[config.mk]
export PLATFORM = sky130hd
export DESIGN_NAME = i2c_master_engine_flat
export DESIGN_NICKNAME = d
export VERILOG_FILES = /design/src/rtl/i2c_master_engine_pkg.sv /design/src/rtl/i2c_master_engine_if.sv /design/src/rtl/i2c_master_engine_quarter_tick.sv /design/src/rtl/i2c_master_engine.sv /design/src/flat_wrapper.sv
export SDC_FILE = /design/constraint.sdc
export NUM_CORES = 1
export LEC_CHECK = 0
export CAP_MARGIN = 10
export CORE_MARGIN = 1
export CORE_UTILIZATION = 59
export CTS_CLUSTER_SIZE = 20
export DETAILED_ROUTE_END_ITERATION = 12
export MAX_ROUTING_LAYER = met4
export PLACE_DENSITY = 0.84
export SLEW_MARGIN = 0
export SYNTH_ARGS = -nofsm -noshare
export SYNTH_HDL_FRONTEND = slang
export SYNTH_SLANG_ARGS = --single-unit
export TNS_END_PERCENT = 50
[constraint.sdc]
create_clock -name clk_i -period 6.4 [get_ports clk_i]
set_input_delay 0.64 -clock clk_i [delete_from_list [all_inputs] [get_ports clk_i]]
set_output_delay 0.64 -clock clk_i [all_outputs]
set_load 0.01 [all_outputs]
[src/rtl/i2c_master_engine_pkg.sv]
// Shared types and constants for the I2C master engine.
package i2c_pkg;

    localparam int I2C_PRESCALE_WIDTH   = 16;
    localparam int I2C_DATA_WIDTH       = 8;
    localparam int I2C_QUARTERS_PER_BIT = 4;

    typedef struct packed {
        logic       start;
        logic       stop;
        logic       rw;
        logic [7:0] data;
    } i2c_cmd_t;

    typedef enum logic [2:0] {
        IDLE,
        START,
        BIT,
        ACK,
        RXWAIT,
        HOLD,
        STOP
    } i2c_state_e;

endpackage

[src/rtl/i2c_master_engine_if.sv]
// Command/RX handshake and open-drain bus lines of the I2C master engine.
interface i2c_master_engine_if;
    import i2c_pkg::*;

    logic                      cmd_valid_i;
    logic                      cmd_ready_o;
    i2c_cmd_t                  cmd_i;
    logic                      rx_valid_o;
    logic                      rx_ready_i;
    logic [I2C_DATA_WIDTH-1:0] rx_data_o;
    logic                      scl_i;
    logic                      sda_i;
    logic                      scl_oe_o;
    logic                      sda_oe_o;

    modport master (
        input  cmd_valid_i, cmd_i, rx_ready_i, scl_i, sda_i,
        output cmd_ready_o, rx_valid_o, rx_data_o, scl_oe_o, sda_oe_o
    );

    modport slave (
        output cmd_valid_i, cmd_i, rx_ready_i, scl_i, sda_i,
        input  cmd_ready_o, rx_valid_o, rx_data_o, scl_oe_o, sda_oe_o
    );

endinterface

[src/rtl/i2c_master_engine_quarter_tick.sv]
// Quarter-bit timebase: prescale down-counter with tick, quarter index and freeze.
module i2c_quarter_tick
    import i2c_pkg::*;
#(
    parameter int PRESCALE_WIDTH = I2C_PRESCALE_WIDTH,
    localparam int QW            = $clog2(I2C_QUARTERS_PER_BIT)
) (
    input  logic                      clk_i,
    input  logic                      rst_i,
    input  logic                      srst_i,
    input  logic                      load_i,
    input  logic                      run_i,
    input  logic                      freeze_i,
    input  logic [PRESCALE_WIDTH-1:0] prescale_i,
    output logic                      tick_o,
    output logic [QW-1:0]             quarter_o
);

    logic [PRESCALE_WIDTH-1:0] presc_r;
    logic [PRESCALE_WIDTH-1:0] cnt_r;
    logic [QW-1:0]             quarter_r;
    logic                      zero_s;

    assign zero_s    = (cnt_r == {PRESCALE_WIDTH{1'b0}});
    assign tick_o    = run_i && !freeze_i && zero_s;
    assign quarter_o = quarter_r;

    // Load restarts at quarter 0 and latches prescale for the whole transaction.
    always_ff @(posedge clk_i or posedge rst_i) begin
        if (rst_i) begin
            presc_r   <= {PRESCALE_WIDTH{1'b0}};
            cnt_r     <= {PRESCALE_WIDTH{1'b0}};
            quarter_r <= {QW{1'b0}};
        end else if (srst_i) begin
            presc_r   <= {PRESCALE_WIDTH{1'b0}};
            cnt_r     <= {PRESCALE_WIDTH{1'b0}};
            quarter_r <= {QW{1'b0}};
        end else if (load_i) begin
            presc_r   <= prescale_i;
            cnt_r     <= prescale_i;
            quarter_r <= {QW{1'b0}};
        end else if (run_i && !freeze_i) begin
            if (zero_s) begin
                cnt_r     <= presc_r;
                quarter_r <= quarter_r + QW'(1);
            end else begin
                cnt_r     <= cnt_r - PRESCALE_WIDTH'(1);
            end
        end else begin
            cnt_r <= cnt_r;
        end
    end

endmodule

[src/rtl/i2c_master_engine.sv]
// Bit-level I2C master: START/rSTART, 8-bit data, ACK, STOP sequencing.
// Define I2C_CLK_STRETCH_EN to let a slave stretch SCL during each q1.
module i2c_master_engine
    import i2c_pkg::*;
#(
    parameter int PRESCALE_WIDTH = I2C_PRESCALE_WIDTH,
    parameter int DATA_WIDTH     = I2C_DATA_WIDTH
) (
    input  logic                      clk_i,
    input  logic                      rst_i,
    input  logic                      core_rst_i,
    input  logic                      core_en_i,
    input  logic [PRESCALE_WIDTH-1:0] prescale_i,
    output logic                      busy_o,
    output logic                      rx_ack_o,
    i2c_master_engine_if.master       bus
);

    localparam logic [2:0] LAST_BIT = 3'(DATA_WIDTH - 1);

    i2c_state_e            state_r;
    logic                  scl_oe_r;
    logic                  sda_oe_r;
    logic                  busy_r;
    logic                  rx_ack_r;
    logic                  rx_valid_r;
    logic [DATA_WIDTH-1:0] rx_data_r;
    logic [DATA_WIDTH-1:0] shift_r;
    logic [2:0]            bit_cnt_r;
    logic                  rw_r;
    logic                  stop_r;

    logic       cmd_ready_s;
    logic       accept_s;
    logic       rx_take_s;
    logic       run_s;
    logic       freeze_s;
    logic       tick_s;
    logic [1:0] quarter_s;

    assign cmd_ready_s = !rst_i && !core_rst_i &&
                         (((state_r == IDLE) && core_en_i) || (state_r == HOLD));
    assign accept_s    = bus.cmd_valid_i && cmd_ready_s;
    assign rx_take_s   = (state_r == RXWAIT) && bus.rx_ready_i;
    assign run_s       = (state_r == START) || (state_r == BIT) ||
                         (state_r == ACK)   || (state_r == STOP);

`ifdef I2C_CLK_STRETCH_EN
    assign freeze_s = run_s && (quarter_s == 2'd1) && !bus.scl_i;
`else
    assign freeze_s = 1'b0;
`endif

    i2c_quarter_tick #(.PRESCALE_WIDTH(PRESCALE_WIDTH)) u_tick (
        .clk_i      (clk_i),
        .rst_i      (rst_i),
        .srst_i     (core_rst_i),
        .load_i     (accept_s || rx_take_s),
        .run_i      (run_s),
        .freeze_i   (freeze_s),
        .prescale_i (prescale_i),
        .tick_o     (tick_s),
        .quarter_o  (quarter_s)
    );

    assign bus.cmd_ready_o = cmd_ready_s;
    assign bus.rx_valid_o  = rx_valid_r;
    assign bus.rx_data_o   = rx_data_r;
    assign bus.scl_oe_o    = scl_oe_r;
    assign bus.sda_oe_o    = sda_oe_r;
    assign busy_o          = busy_r;
    assign rx_ack_o        = rx_ack_r;

    // Sequencer: each tick ends a quarter and sets the line levels for the next one.
    always_ff @(posedge clk_i or posedge rst_i) begin
        if (rst_i) begin
            state_r    <= IDLE;
            scl_oe_r   <= 1'b0;
            sda_oe_r   <= 1'b0;
            busy_r     <= 1'b0;
            rx_ack_r   <= 1'b0;
            rx_valid_r <= 1'b0;
            rx_data_r  <= {DATA_WIDTH{1'b0}};
            shift_r    <= {DATA_WIDTH{1'b0}};
            bit_cnt_r  <= 3'd0;
            rw_r       <= 1'b0;
            stop_r     <= 1'b0;
        end else if (core_rst_i) begin
            state_r    <= IDLE;
            scl_oe_r   <= 1'b0;
            sda_oe_r   <= 1'b0;
            busy_r     <= 1'b0;
            rx_ack_r   <= 1'b0;
            rx_valid_r <= 1'b0;
            rx_data_r  <= {DATA_WIDTH{1'b0}};
            shift_r    <= {DATA_WIDTH{1'b0}};
            bit_cnt_r  <= 3'd0;
            rw_r       <= 1'b0;
            stop_r     <= 1'b0;
        end else begin
            case (state_r)
                IDLE: begin
                    if (accept_s) begin
                        busy_r   <= 1'b1;
                        rw_r     <= bus.cmd_i.rw;
                        stop_r   <= bus.cmd_i.stop;
                        shift_r  <= bus.cmd_i.data;
                        scl_oe_r <= 1'b0;
                        sda_oe_r <= 1'b0;
                        state_r  <= START;
                    end
                end
                HOLD: begin
                    if (accept_s) begin
                        rw_r    <= bus.cmd_i.rw;
                        stop_r  <= bus.cmd_i.stop;
                        shift_r <= bus.cmd_i.data;
                        if (bus.cmd_i.start) begin
                            sda_oe_r <= 1'b0;
                            state_r  <= START;
                        end else begin
                            bit_cnt_r <= 3'd0;
                            sda_oe_r  <= !bus.cmd_i.rw && !bus.cmd_i.data[DATA_WIDTH-1];
                            state_r   <= BIT;
                        end
                    end
                end
                START: begin
                    if (tick_s) begin
                        case (quarter_s)
                            2'd0: scl_oe_r <= 1'b0;
                            2'd1: sda_oe_r <= 1'b1;
                            2'd2: scl_oe_r <= 1'b1;
                            2'd3: begin
                                bit_cnt_r <= 3'd0;
                                sda_oe_r  <= !rw_r && !shift_r[DATA_WIDTH-1];
                                state_r   <= BIT;
                            end
                            default: state_r <= IDLE;
                        endcase
                    end
                end
                BIT: begin
                    if (tick_s) begin
                        case (quarter_s)
                            2'd0: scl_oe_r <= 1'b0;
                            2'd1: scl_oe_r <= 1'b0;
                            2'd2: begin
                                shift_r  <= {shift_r[DATA_WIDTH-2:0], bus.sda_i};
                                scl_oe_r <= 1'b1;
                            end
                            2'd3: begin
                                if (bit_cnt_r == LAST_BIT) begin
                                    if (rw_r) begin
                                        rx_valid_r <= 1'b1;
                                        rx_data_r  <= shift_r;
                                        state_r    <= RXWAIT;
                                    end else begin
                                        sda_oe_r <= 1'b0;
                                        state_r  <= ACK;
                                    end
                                end else begin
                                    bit_cnt_r <= bit_cnt_r + 3'd1;
                                    sda_oe_r  <= !rw_r && !shift_r[DATA_WIDTH-1];
                                end
                            end
                            default: state_r <= IDLE;
                        endcase
                    end
                end
                RXWAIT: begin
                    // Master NACKs the final byte of a read so the slave lets go of SDA.
                    if (bus.rx_ready_i) begin
                        rx_valid_r <= 1'b0;
                        sda_oe_r   <= !stop_r;
                        state_r    <= ACK;
                    end
                end
                ACK: begin
                    if (tick_s) begin
                        case (quarter_s)
                            2'd0: scl_oe_r <= 1'b0;
                            2'd1: scl_oe_r <= 1'b0;
                            2'd2: begin
                                if (!rw_r) begin
                                    rx_ack_r <= !bus.sda_i;
                                end
                                scl_oe_r <= 1'b1;
                            end
                            2'd3: begin
                                if (stop_r) begin
                                    sda_oe_r <= 1'b1;
                                    state_r  <= STOP;
                                end else begin
                                    state_r <= HOLD;
                                end
                            end
                            default: state_r <= IDLE;
                        endcase
                    end
                end
                STOP: begin
                    if (tick_s) begin
                        case (quarter_s)
                            2'd0: scl_oe_r <= 1'b0;
                            2'd1: sda_oe_r <= 1'b0;
                            2'd2: sda_oe_r <= 1'b0;
                            2'd3: begin
                                busy_r  <= 1'b0;
                                state_r <= IDLE;
                            end
                            default: state_r <= IDLE;
                        endcase
                    end
                end
                default: begin
                    scl_oe_r <= 1'b0;
                    sda_oe_r <= 1'b0;
                    busy_r   <= 1'b0;
                    state_r  <= IDLE;
                end
            endcase
        end
    end

endmodule

[src/flat_wrapper.sv]
// flat-port wrapper written by rule: the top's interface ports become plain ports
module i2c_master_engine_flat import i2c_pkg::*;
#(
    parameter int PRESCALE_WIDTH = I2C_PRESCALE_WIDTH,
    parameter int DATA_WIDTH     = I2C_DATA_WIDTH
)
  (clk_i, rst_i, core_rst_i, core_en_i, prescale_i, busy_o, rx_ack_o, bus_cmd_valid_i, bus_cmd_i, bus_rx_ready_i, bus_scl_i, bus_sda_i, bus_cmd_ready_o, bus_rx_valid_o, bus_rx_data_o, bus_scl_oe_o, bus_sda_oe_o);
  i2c_master_engine_if bus_i ();
  input  logic clk_i;
  input  logic rst_i;
  input  logic core_rst_i;
  input  logic core_en_i;
  input  logic [PRESCALE_WIDTH-1:0] prescale_i;
  output logic busy_o;
  output logic rx_ack_o;
  input wire logic [$bits(bus_i.cmd_valid_i)-1:0] bus_cmd_valid_i;
  input wire logic [$bits(bus_i.cmd_i)-1:0] bus_cmd_i;
  input wire logic [$bits(bus_i.rx_ready_i)-1:0] bus_rx_ready_i;
  input wire logic [$bits(bus_i.scl_i)-1:0] bus_scl_i;
  input wire logic [$bits(bus_i.sda_i)-1:0] bus_sda_i;
  output wire logic [$bits(bus_i.cmd_ready_o)-1:0] bus_cmd_ready_o;
  output wire logic [$bits(bus_i.rx_valid_o)-1:0] bus_rx_valid_o;
  output wire logic [$bits(bus_i.rx_data_o)-1:0] bus_rx_data_o;
  output wire logic [$bits(bus_i.scl_oe_o)-1:0] bus_scl_oe_o;
  output wire logic [$bits(bus_i.sda_oe_o)-1:0] bus_sda_oe_o;
  assign bus_i.cmd_valid_i = bus_cmd_valid_i;
  assign bus_i.cmd_i = bus_cmd_i;
  assign bus_i.rx_ready_i = bus_rx_ready_i;
  assign bus_i.scl_i = bus_scl_i;
  assign bus_i.sda_i = bus_sda_i;
  assign bus_cmd_ready_o = bus_i.cmd_ready_o;
  assign bus_rx_valid_o = bus_i.rx_valid_o;
  assign bus_rx_data_o = bus_i.rx_data_o;
  assign bus_scl_oe_o = bus_i.scl_oe_o;
  assign bus_sda_oe_o = bus_i.sda_oe_o;
  i2c_master_engine #(.PRESCALE_WIDTH(PRESCALE_WIDTH), .DATA_WIDTH(DATA_WIDTH)) u_core (.clk_i(clk_i), .rst_i(rst_i), .core_rst_i(core_rst_i), .core_en_i(core_en_i), .prescale_i(prescale_i), .busy_o(busy_o), .rx_ack_o(rx_ack_o), .bus(bus_i));
endmodule
==> metrics, run 1 <==
status=complete, no violations; Finished Cell Area=0.004496 mm^2; clock skew=0.007849 ns; flop2flop setup slack=2.92 ns; WL met3=734 um; Comb power frac=44.8%; pwr dens=381.0 mW/mm^2; FF-to-FF path depth=8; CTS sink cnt=63; Reg power frac=33.8%; Switch Pwr=711.0 uW; Fill cells=494; DR top layer=met4; Core ar.=0.006314 mm^2; Slew HR=34.84%; Syn Nets=487; Register Area=0.001577 mm^2; antenna diode count=0; Post-Route WL=9406 um; GPL Wtd Cong=0.8816; largest net degree at the start of global routing=64; reg2reg end=u_core.bus.scl_oe_o$_DFFE_PP0P_; number of global-route vias before repair=3,142; Hold WS=0.5233 ns; htree depth=3; register area share after synthesis=41.00%; die height=82.73 um; Initial DRT Pass Iterations=5; worst-margin pin slew=0.9738 ns; YS warnings=0; syn_area_per_cell=8.660 um^2; area of the multi-input gates=0.002053 mm^2; CTS buffer count=9; Initial Util=60.90%; critical path data required time=6.64 ns; Cells after Synth=444; CP endpoint kind=register; asr flop ratio synth=100.0%; CTS max path bufs=2; Worst-path clk slew=0.07 ns; Worst-Skew Late Latency=0.35 ns; max-slew violation count=0; Fmax=287.6 MHz; most common cell after layout, fill and taps aside=dfrtp_1; DR WL/cell=16.98 um; most frequent cells in the layout=dfrtp_1, nand2_1, a21oi_1, clkdlybuf4s50_1, o21ai_0; met2 WL=4437 um; Pint=1.002 mW; Final WS setup=2.923 ns; power share of the clock group=21.4%; Mapped Area=0.003845 mm^2; boundary pin count=49; CP Class=reg2reg; RSZ-0062 raised after global routing=false; Met1 Wirelength=4125 um; 1st-iter DRT viols=383; input/output buffers=47; Layout Nets=515; Post-CTS Setup Bufs=0; post-CTS sizing=0; ratio of cells with drive above 1 in the final layout=9.224%; hpwl dp=5995 um; Setup Viol. Count Final=0; Place WS=3.127 ns; vias per cell=6.361; CTS tree=yes; Leakage=1.859 nW; EDFF count, synth=0; Hold Path Sink=u_core.bus.rx_data_o[5]$_DFFE_PP0P_; # DRC=0; first-pass GRT wire length=15,050 um; Area growth syn-to-layout=16.92%; Final Util=71.20%; maxcap violations=0; GRT Util Overall=30.47%; initial antenna violation count=0; number of hold buffers added after CTS=0; final worst path period need=3.477 ns; HP Class=reg2reg; Vias=3,524; Cell variety after synth=63; switching share of power=41.51%; Final ANT Viol Nets=0; placed inst area=0.004285 mm^2; Final Hold Fails=0; total grt overflow=0; critical path launch point type=register; synthesized flop and latch total=63; Chip Width=82.73 um; Synth Flop Type=dfrtp_1; R2R Path Start=u_core.u_tick.cnt_r[0]$_DFFE_PP0P_; Final Cycle Share=54.33%; Root Driver=clkbuf_8; IR drop worst, VDD=0.0002432 V; die area=0.006843 mm^2; FP Rows=29; Worst Path Max Fanout=11; Worst EP arrival=3.71 ns; worst hold path depth=2; Setup TNS=0 ns; worst hold start=u_core.bus.rx_data_o[5]$_DFFE_PP0P_
-- Yosys cell counts (all sizes together), types with 7 or more instances --
| cell type | instances | area share, % |
|---|---|---|
| a31oi | 7 | 1.1 |
| a21oi | 54 | 7.0 |
| nor3 | 18 | 2.5 |
| clkbuf | 26 | 2.5 |
| mux2 | 12 | 3.6 |
| dfrtp | 63 | 41 |
| nand2b | 7 | 1.1 |
| o221ai | 8 | 1.8 |
| nand2 | 57 | 5.6 |
| inv | 18 | 1.8 |
| mux2i | 15 | 3.9 |
| buf | 7 | 1.4 |
| ha | 8 | 2.6 |
| o21ai | 37 | 4.8 |
| nor2 | 33 | 3.3 |
-- worst max path at each step --
stage                                  startpoint                               to  cells past startpoint
2_1_floorplan                           core_en_i    u_core.state_r[0]$_DFFE_PP0P_                      7
3_3_place_gp        u_core.state_r[0]$_DFFE_PP0P_    u_core.shift_r[5]$_DFFE_PP0P_                      5
3_5_place_dp   u_core.u_tick.cnt_r[0]$_DFFE_PP0P_  u_core.bus.scl_oe_o$_DFFE_PP0P_                      8
4_1_cts        u_core.u_tick.cnt_r[0]$_DFFE_PP0P_  u_core.bus.scl_oe_o$_DFFE_PP0P_                      8
5_1_grt        u_core.u_tick.cnt_r[0]$_DFFE_PP0P_  u_core.bus.scl_oe_o$_DFFE_PP0P_                      8
6_report       u_core.u_tick.cnt_r[0]$_DFFE_PP0P_  u_core.bus.scl_oe_o$_DFFE_PP0P_                      8
-- sequential cells by signal, indices dropped and copies added (netlist names) --
signal,flops
u_core.bus.sda_oe_o,1
u_core.state_r,3
u_core.bus.rx_valid_o,1
u_core.rw_r,1
u_core.bus.scl_oe_o,1
u_core.bus.rx_data_o,8
u_core.u_tick.presc_r,16
u_core.rx_ack_o,1
u_core.u_tick.quarter_o,2
u_core.bit_cnt_r,3
u_core.stop_r,1
u_core.busy_o,1
u_core.u_tick.cnt_r,16
u_core.shift_r,8
-- layer usage --
| layer | vias up | track usage (%) |
|---|---|---|
| li1 | 1655 | - |
| met1 | 1691 | 40.48 |
| met2 | 165 | 45.98 |
| met3 | 13 | 7.473 |
| met4 | 0 | 9.483 |
| met5 | - | - |
-- power groups by stage --
stage          combinational (mW)  clock, mW  sequential [mW]
2_1_floorplan               0.646          0            0.526
3_3_place_gp                0.718          0            0.576
3_5_place_dp                0.747          0            0.580
4_1_cts                     0.754      0.370            0.575
5_1_grt                     0.842      0.392            0.589
6_report                    0.767      0.366            0.579
-- logic make-up after synthesis --
group           Yosys count  share of synthesized area, %
fa+ha+maj                 8                         2.603
compound gates          147                         24.37
buf+inv                  52                         5.759
flops                    63                         41.00
simple gates            145                         18.29
mux                      27                         7.517
xor+xnor                  2                        0.4557
-- stage by stage --
step	total power, mW	std cells
4_1_cts	1.699	554
5_1_grt	1.823	554
2_1_floorplan	1.172	444
6_report	1.713	554
3_3_place_gp	1.294	538
3_5_place_dp	1.327	538
-- critical path, stage by stage, from the launching register on --
cell	delay (ns)
dfrtp_1	0.44
inv_1	0.11
ha_1	0.21
nor4b_1	0.35
nand4_1	0.47
nor2_1	0.91
o22ai_1	0.22
a211oi_1	0.30
mux2_2	0.36
-- area by class of cell --
type | count | share of cell area, %
Clock buffer | 14 | 3.841
Sequential cell | 63 | 35.07
Clock inverter | 2 | 0.8350
Tap cell | 77 | 2.143
Multi-Input combinational cell | 329 | 45.67
Timing Repair Buffer | 50 | 10.85
Inverter | 19 | 1.586
(Power assumes the default switching activity.)
==> inputs of run 2 (changes only) <==
CORE_UTILIZATION = 56   (was 59)
PLACE_DENSITY = 0.81   (was 0.84)
clock period = 3.35 ns   (was 6.4 ns; I/O delays follow)
==> run 2 against run 1 <==
Net effect: final cell count rose by 1.8%; clock power rose by 96%; maximum frequency rose by 27%; largest cell class unchanged; the flow now finishes with violations (design-rule violations); critical path depth did not move; sequential cell count did not move; design area rose by 1.9%; total power rose by 96%; routed wire length rose by 1.1%; via count barely moved.
==> metrics, run 2 (synthesized netlist as in run 1, its figures left out) <==
FF-to-FF path depth=8; total grt overflow=0; Root Driver=clkbuf_8; worst hold start=core_rst_i; area of the multi-input gates=0.002053 mm^2; Fmax=364.4 MHz; GPL Wtd Cong=0.8779; htree depth=3; IR drop worst, VDD=0.0003082 V; Worst-Skew Late Latency=0.34 ns; Slew HR=35.11%; most frequent cells in the layout=dfrtp_1, nand2_1, a21oi_1, clkdlybuf4s50_1, o21ai_0; status=finished with violations; Place WS=0.6281 ns; number of global-route vias before repair=3,487; input/output buffers=47; HP Class=in2reg; critical path data required time=3.57 ns; initial antenna violation count=0; Setup TNS=0 ns; worst hold path depth=2; maxcap violations=0; worst-margin pin slew=0.9719 ns; most common cell after layout, fill and taps aside=dfrtp_1; first-pass GRT wire length=16,500 um; Initial Util=59.20%; antenna diode count=0; die area=0.007201 mm^2; Met1 Wirelength=4264 um; RSZ-0062 raised after global routing=false; R2R Path Start=u_core.u_tick.cnt_r[0]$_DFFE_PP0P_; Final Hold Fails=0; placed inst area=0.004368 mm^2; Post-Route WL=9511 um; FP Rows=29; Setup Viol. Count Final=0; Hold Path Sink=u_core.bus.rx_data_o[1]$_DFFE_PP0P_; Vias=3,523; largest registers=u_core.u_tick.cnt_r: 16 flops, u_core.u_tick.presc_r: 16 flops; CP Class=reg2reg; Area growth syn-to-layout=19.10%; Register Area=0.001577 mm^2; Core ar.=0.006495 mm^2; Finished Cell Area=0.004579 mm^2; Final Cycle Share=81.91%; pwr dens=734.5 mW/mm^2; CTS tree=yes; largest net degree at the start of global routing=46; # DRC=4; critical path launch point type=register; die height=84.86 um; Chip Width=84.86 um; GRT Util Overall=30.01%; Post-CTS Setup Bufs=0; Worst-path clk slew=0.07 ns; Final ANT Viol Nets=0; hpwl dp=6326 um; CP endpoint kind=register; Layout Nets=526; Worst EP arrival=2.96 ns; 1st-iter DRT viols=317; Worst Path Max Fanout=19; number of hold buffers added after CTS=0; Leakage=1.921 nW; DR top layer=met4; boundary pin count=49; Final WS setup=0.6059 ns; Fill cells=515; max-slew violation count=0; Initial DRT Pass Iterations=9; ratio of cells with drive above 1 in the final layout=11.29%; DR WL/cell=16.86 um; CTS max path bufs=2; met2 WL=4555 um; Hold WS=0.3866 ns; flop2flop setup slack=0.61 ns; WL met3=533 um; clock skew=0.007964 ns; CTS buffer count=9; post-CTS sizing=0; final worst path period need=2.744 ns; Final Util=70.51%; reg2reg end=u_core.rx_ack_o$_DFFE_PP0P_; failing checks=design-rule violations; CTS sink cnt=63; vias per cell=6.246
## run 2: cell type report
| class | instances | area share (%) |
|---|---|---|
| clock buffers | 11 | 3.087 |
| inverters | 19 | 1.557 |
| repair buffers | 61 | 12.46 |
| flip-flops and latches | 63 | 34.43 |
| well taps | 77 | 2.104 |
| clock inverters | 4 | 1.530 |
| multi-input cells | 329 | 44.84 |
## run 2: critical path, cell delays in order, from the launching register on
cell and delay [ns]:
dfrtp_1 0.43, inv_1 0.10, ha_1 0.18, nor4b_1 0.26
nand4_1 0.31, or2_1 0.61, nor4_2 0.44, mux2i_1 0.22
nor2_1 0.06
## run 2: stage by stage
| stage | power, mW | std cells |
|---|---|---|
| after global placement | 2.561 | 549 |
| after floorplan | 2.240 | 444 |
| final | 3.363 | 564 |
| after CTS | 3.344 | 564 |
| after global routing | 3.602 | 564 |
| after detailed placement | 2.620 | 549 |
## run 2: metal layers
layer	global-route usage [%]	vias up
met2	47.30	141
met4	11.40	0
met3	3.794	20
met5	-	-
met1	40.03	1679
li1	-	1683
## run 2: worst max path at each step
stage	from	to	slack, ns	cells past startpoint
2_1_floorplan	u_core.u_tick.cnt_r[0]$_DFFE_PP0P_	u_core.state_r[0]$_DFFE_PP0P_	1.13	9
3_3_place_gp	u_core.u_tick.cnt_r[0]$_DFFE_PP0P_	u_core.rx_ack_o$_DFFE_PP0P_	0.71	8
3_5_place_dp	u_core.u_tick.cnt_r[0]$_DFFE_PP0P_	u_core.rx_ack_o$_DFFE_PP0P_	0.63	8
4_1_cts	u_core.u_tick.cnt_r[0]$_DFFE_PP0P_	u_core.rx_ack_o$_DFFE_PP0P_	0.63	8
5_1_grt	u_core.u_tick.cnt_r[0]$_DFFE_PP0P_	u_core.rx_ack_o$_DFFE_PP0P_	0.29	8
6_report	u_core.u_tick.cnt_r[0]$_DFFE_PP0P_	u_core.rx_ack_o$_DFFE_PP0P_	0.61	8
## run 2: report_power, final
part,internal (mW),switching (mW),total [mW]
clock network,0.433,0.287,0.719
registers,0.892,0.136,1.03
logic,0.685,0.930,1.62
total,2.01,1.35,3.36
==> inputs of run 3 (changes only) <==
clock period = 2.63 ns   (was 3.35 ns; I/O delays follow)
==> run 3 against run 2 <==
Net effect: the run still ends with design-rule violations left; design area grew 2.3%; maximum frequency grew 16%; clock-buffer cell count shrank 1; final cell count grew 2.1%; critical path depth grew 1; first-iteration DRC count grew 0.63%; die area is the same; critical path type unchanged; largest cell class unchanged; highest routed layer unchanged.
==> metrics, run 3 (synthesized netlist as in run 1, its figures left out) <==
grt met3 use=4.475%; met2 usage=44.42%; FF-to-FF path depth=9; critical path launch point type=register; HP Class=in2async; Final Hold Fails=0; crit path to=u_core.state_r[0]$_DFFE_PP0P_; Hold WS=0.3305 ns; # DRC=4; Worst-Skew Late Latency=0.35 ns; initial antenna violation count=0; clock skew=0.01265 ns; ratio of cells with drive above 1 in the final layout=13.83%; Place WS=0.1296 ns; Worst-path clk slew=0.07 ns; Most Used Layer, Global Route=met2; RSZ-0062 raised after global routing=false; CP startpoint=u_core.u_tick.cnt_r[0]$_DFFE_PP0P_; largest net degree at the start of global routing=39; hpwl dp=6486 um; first-pass GRT wire length=16,240 um; GPL Wtd Cong=0.9590; Final WS setup=0.2545 ns; CTS max path bufs=2; Initial DRT Pass Iterations=9; status=finished with violations; Setup Viol. Count Final=0; antenna diode count=0; Final Util=72.16%; CP Class=reg2reg; CTS buffer count=9; final worst path period need=2.376 ns; die area=0.007201 mm^2; Core ar.=0.006495 mm^2; Area growth syn-to-layout=21.90%; maxcap violations=0; vias per cell=6.233; Layout Nets=539; Fmax=421.0 MHz; die height=84.86 um; htree depth=3; most common cell after layout, fill and taps aside=dfrtp_1; Final ANT Viol Nets=0; Finished Cell Area=0.004687 mm^2; Initial Util=59.20%; CTS sink cnt=63; worst-margin pin slew=0.5771 ns; most frequent cells in the layout=dfrtp_1, nand2_1, a21oi_1, clkdlybuf4s50_1, o21ai_0; Vias=3,590; critical path data required time=2.86 ns; GRT Util Overall=29.47%; Post-Route WL=9489 um; placed inst area=0.004476 mm^2; area of the multi-input gates=0.002064 mm^2; Chip Width=84.86 um; reg2reg end=u_core.state_r[0]$_DFFE_PP0P_; Root Driver=clkbuf_8; placed cell count=560; total grt overflow=0; Final Non-Filler Cells=576; largest registers=u_core.u_tick.cnt_r: 16 flops, u_core.u_tick.presc_r: 16 flops; Register Area=0.001577 mm^2; CP endpoint kind=register; input/output buffers=47; number of global-route vias before repair=3,349; Worst Path Max Fanout=7; Power Total=4.327 mW; Slew HR=61.47%; IR drop worst, VDD=0.0004595 V; boundary pin count=49; pwr dens=923.2 mW/mm^2; grt met1 use=40.09%; R2R Path Start=u_core.u_tick.cnt_r[0]$_DFFE_PP0P_; Worst EP arrival=2.61 ns; Setup TNS=0 ns; Leakage=1.982 nW; Fill cells=496; DR WL/cell=16.47 um; CTS tree=yes; flop2flop setup slack=0.25 ns; failing checks=design-rule violations; max-slew violation count=0; FP Rows=29; Final Cycle Share=90.33%; 1st-iter DRT viols=319
-- run 3: changes by cell type in the layout (fill, tap and decap cells not counted) --
cell	before	now
buf_4	14	25
buf_12	0	2
bufinv_16	2	1
clkbuf_1	1	0
clkinvlp_4	0	1
nor2_2	1	0
nor2_4	0	1
nor4b_1	1	0
nor4b_2	0	1
-- run 3: what timing repair did --
| action | in CTS | in global routing |
|---|---|---|
| endpoints found under the setup margin | 0 | 21 |
| hold buffers | 0 | 0 |
| resized for setup | 0 | 2 |
| setup buffers | 0 | 2 |
| hold endpoints to repair | 0 | 0 |
-- run 3: critical path, cell delays in order, from the launching register on --
cell	delay, ns
dfrtp_1	0.43
inv_1	0.11
ha_1	0.18
nor4b_2	0.20
nand4_1	0.11
buf_4	0.18
o41ai_1	0.23
nand4_1	0.27
nor2_4	0.22
mux2_2	0.34
-- run 3: how the worst min path moves through the flow --
stage / cells past startpoint / startpoint / slack [ns] / to
floorplan: 2 / bus_cmd_i[8] / 0.38 / u_core.rw_r$_DFFE_PP0P_
global placement: 1 / u_core.bus.scl_oe_o$_DFFE_PP0P_ / 0.49 / u_core.bus.scl_oe_o$_DFFE_PP0P_
detailed placement: 1 / u_core.bus.scl_oe_o$_DFFE_PP0P_ / 0.50 / u_core.bus.scl_oe_o$_DFFE_PP0P_
CTS: 2 / rst_i / 0.34 / u_core.u_tick.cnt_r[9]$_DFFE_PP0P_
global route: 2 / rst_i / 0.37 / u_core.u_tick.cnt_r[12]$_DFFE_PP0P_
finish: 2 / rst_i / 0.33 / u_core.state_r[2]$_DFFE_PP0P_
-- run 3: per-layer routing --
layer  share of wire, %  routed length (um)
met1                 44                4173
met5                  0                   0
met2                 47                4431
met4                2.6                 246
met3                6.7                 638
-- run 3: layout make-up --
cell class / instances / area share [%]
tap: 77 / 2.056
clock buffer: 10 / 2.936
clock inverter: 4 / 1.014
sequential: 63 / 33.64
timing repair buffer: 74 / 14.79
inverter: 19 / 1.522
multi-input combinational: 329 / 44.05
-- run 3: power breakdown --
part / internal (mW) / switching (mW) / total [mW]
clock: 0.449 / 0.380 / 0.830
combinational: 0.986 / 1.19 / 2.17
sequential: 1.14 / 0.187 / 1.32
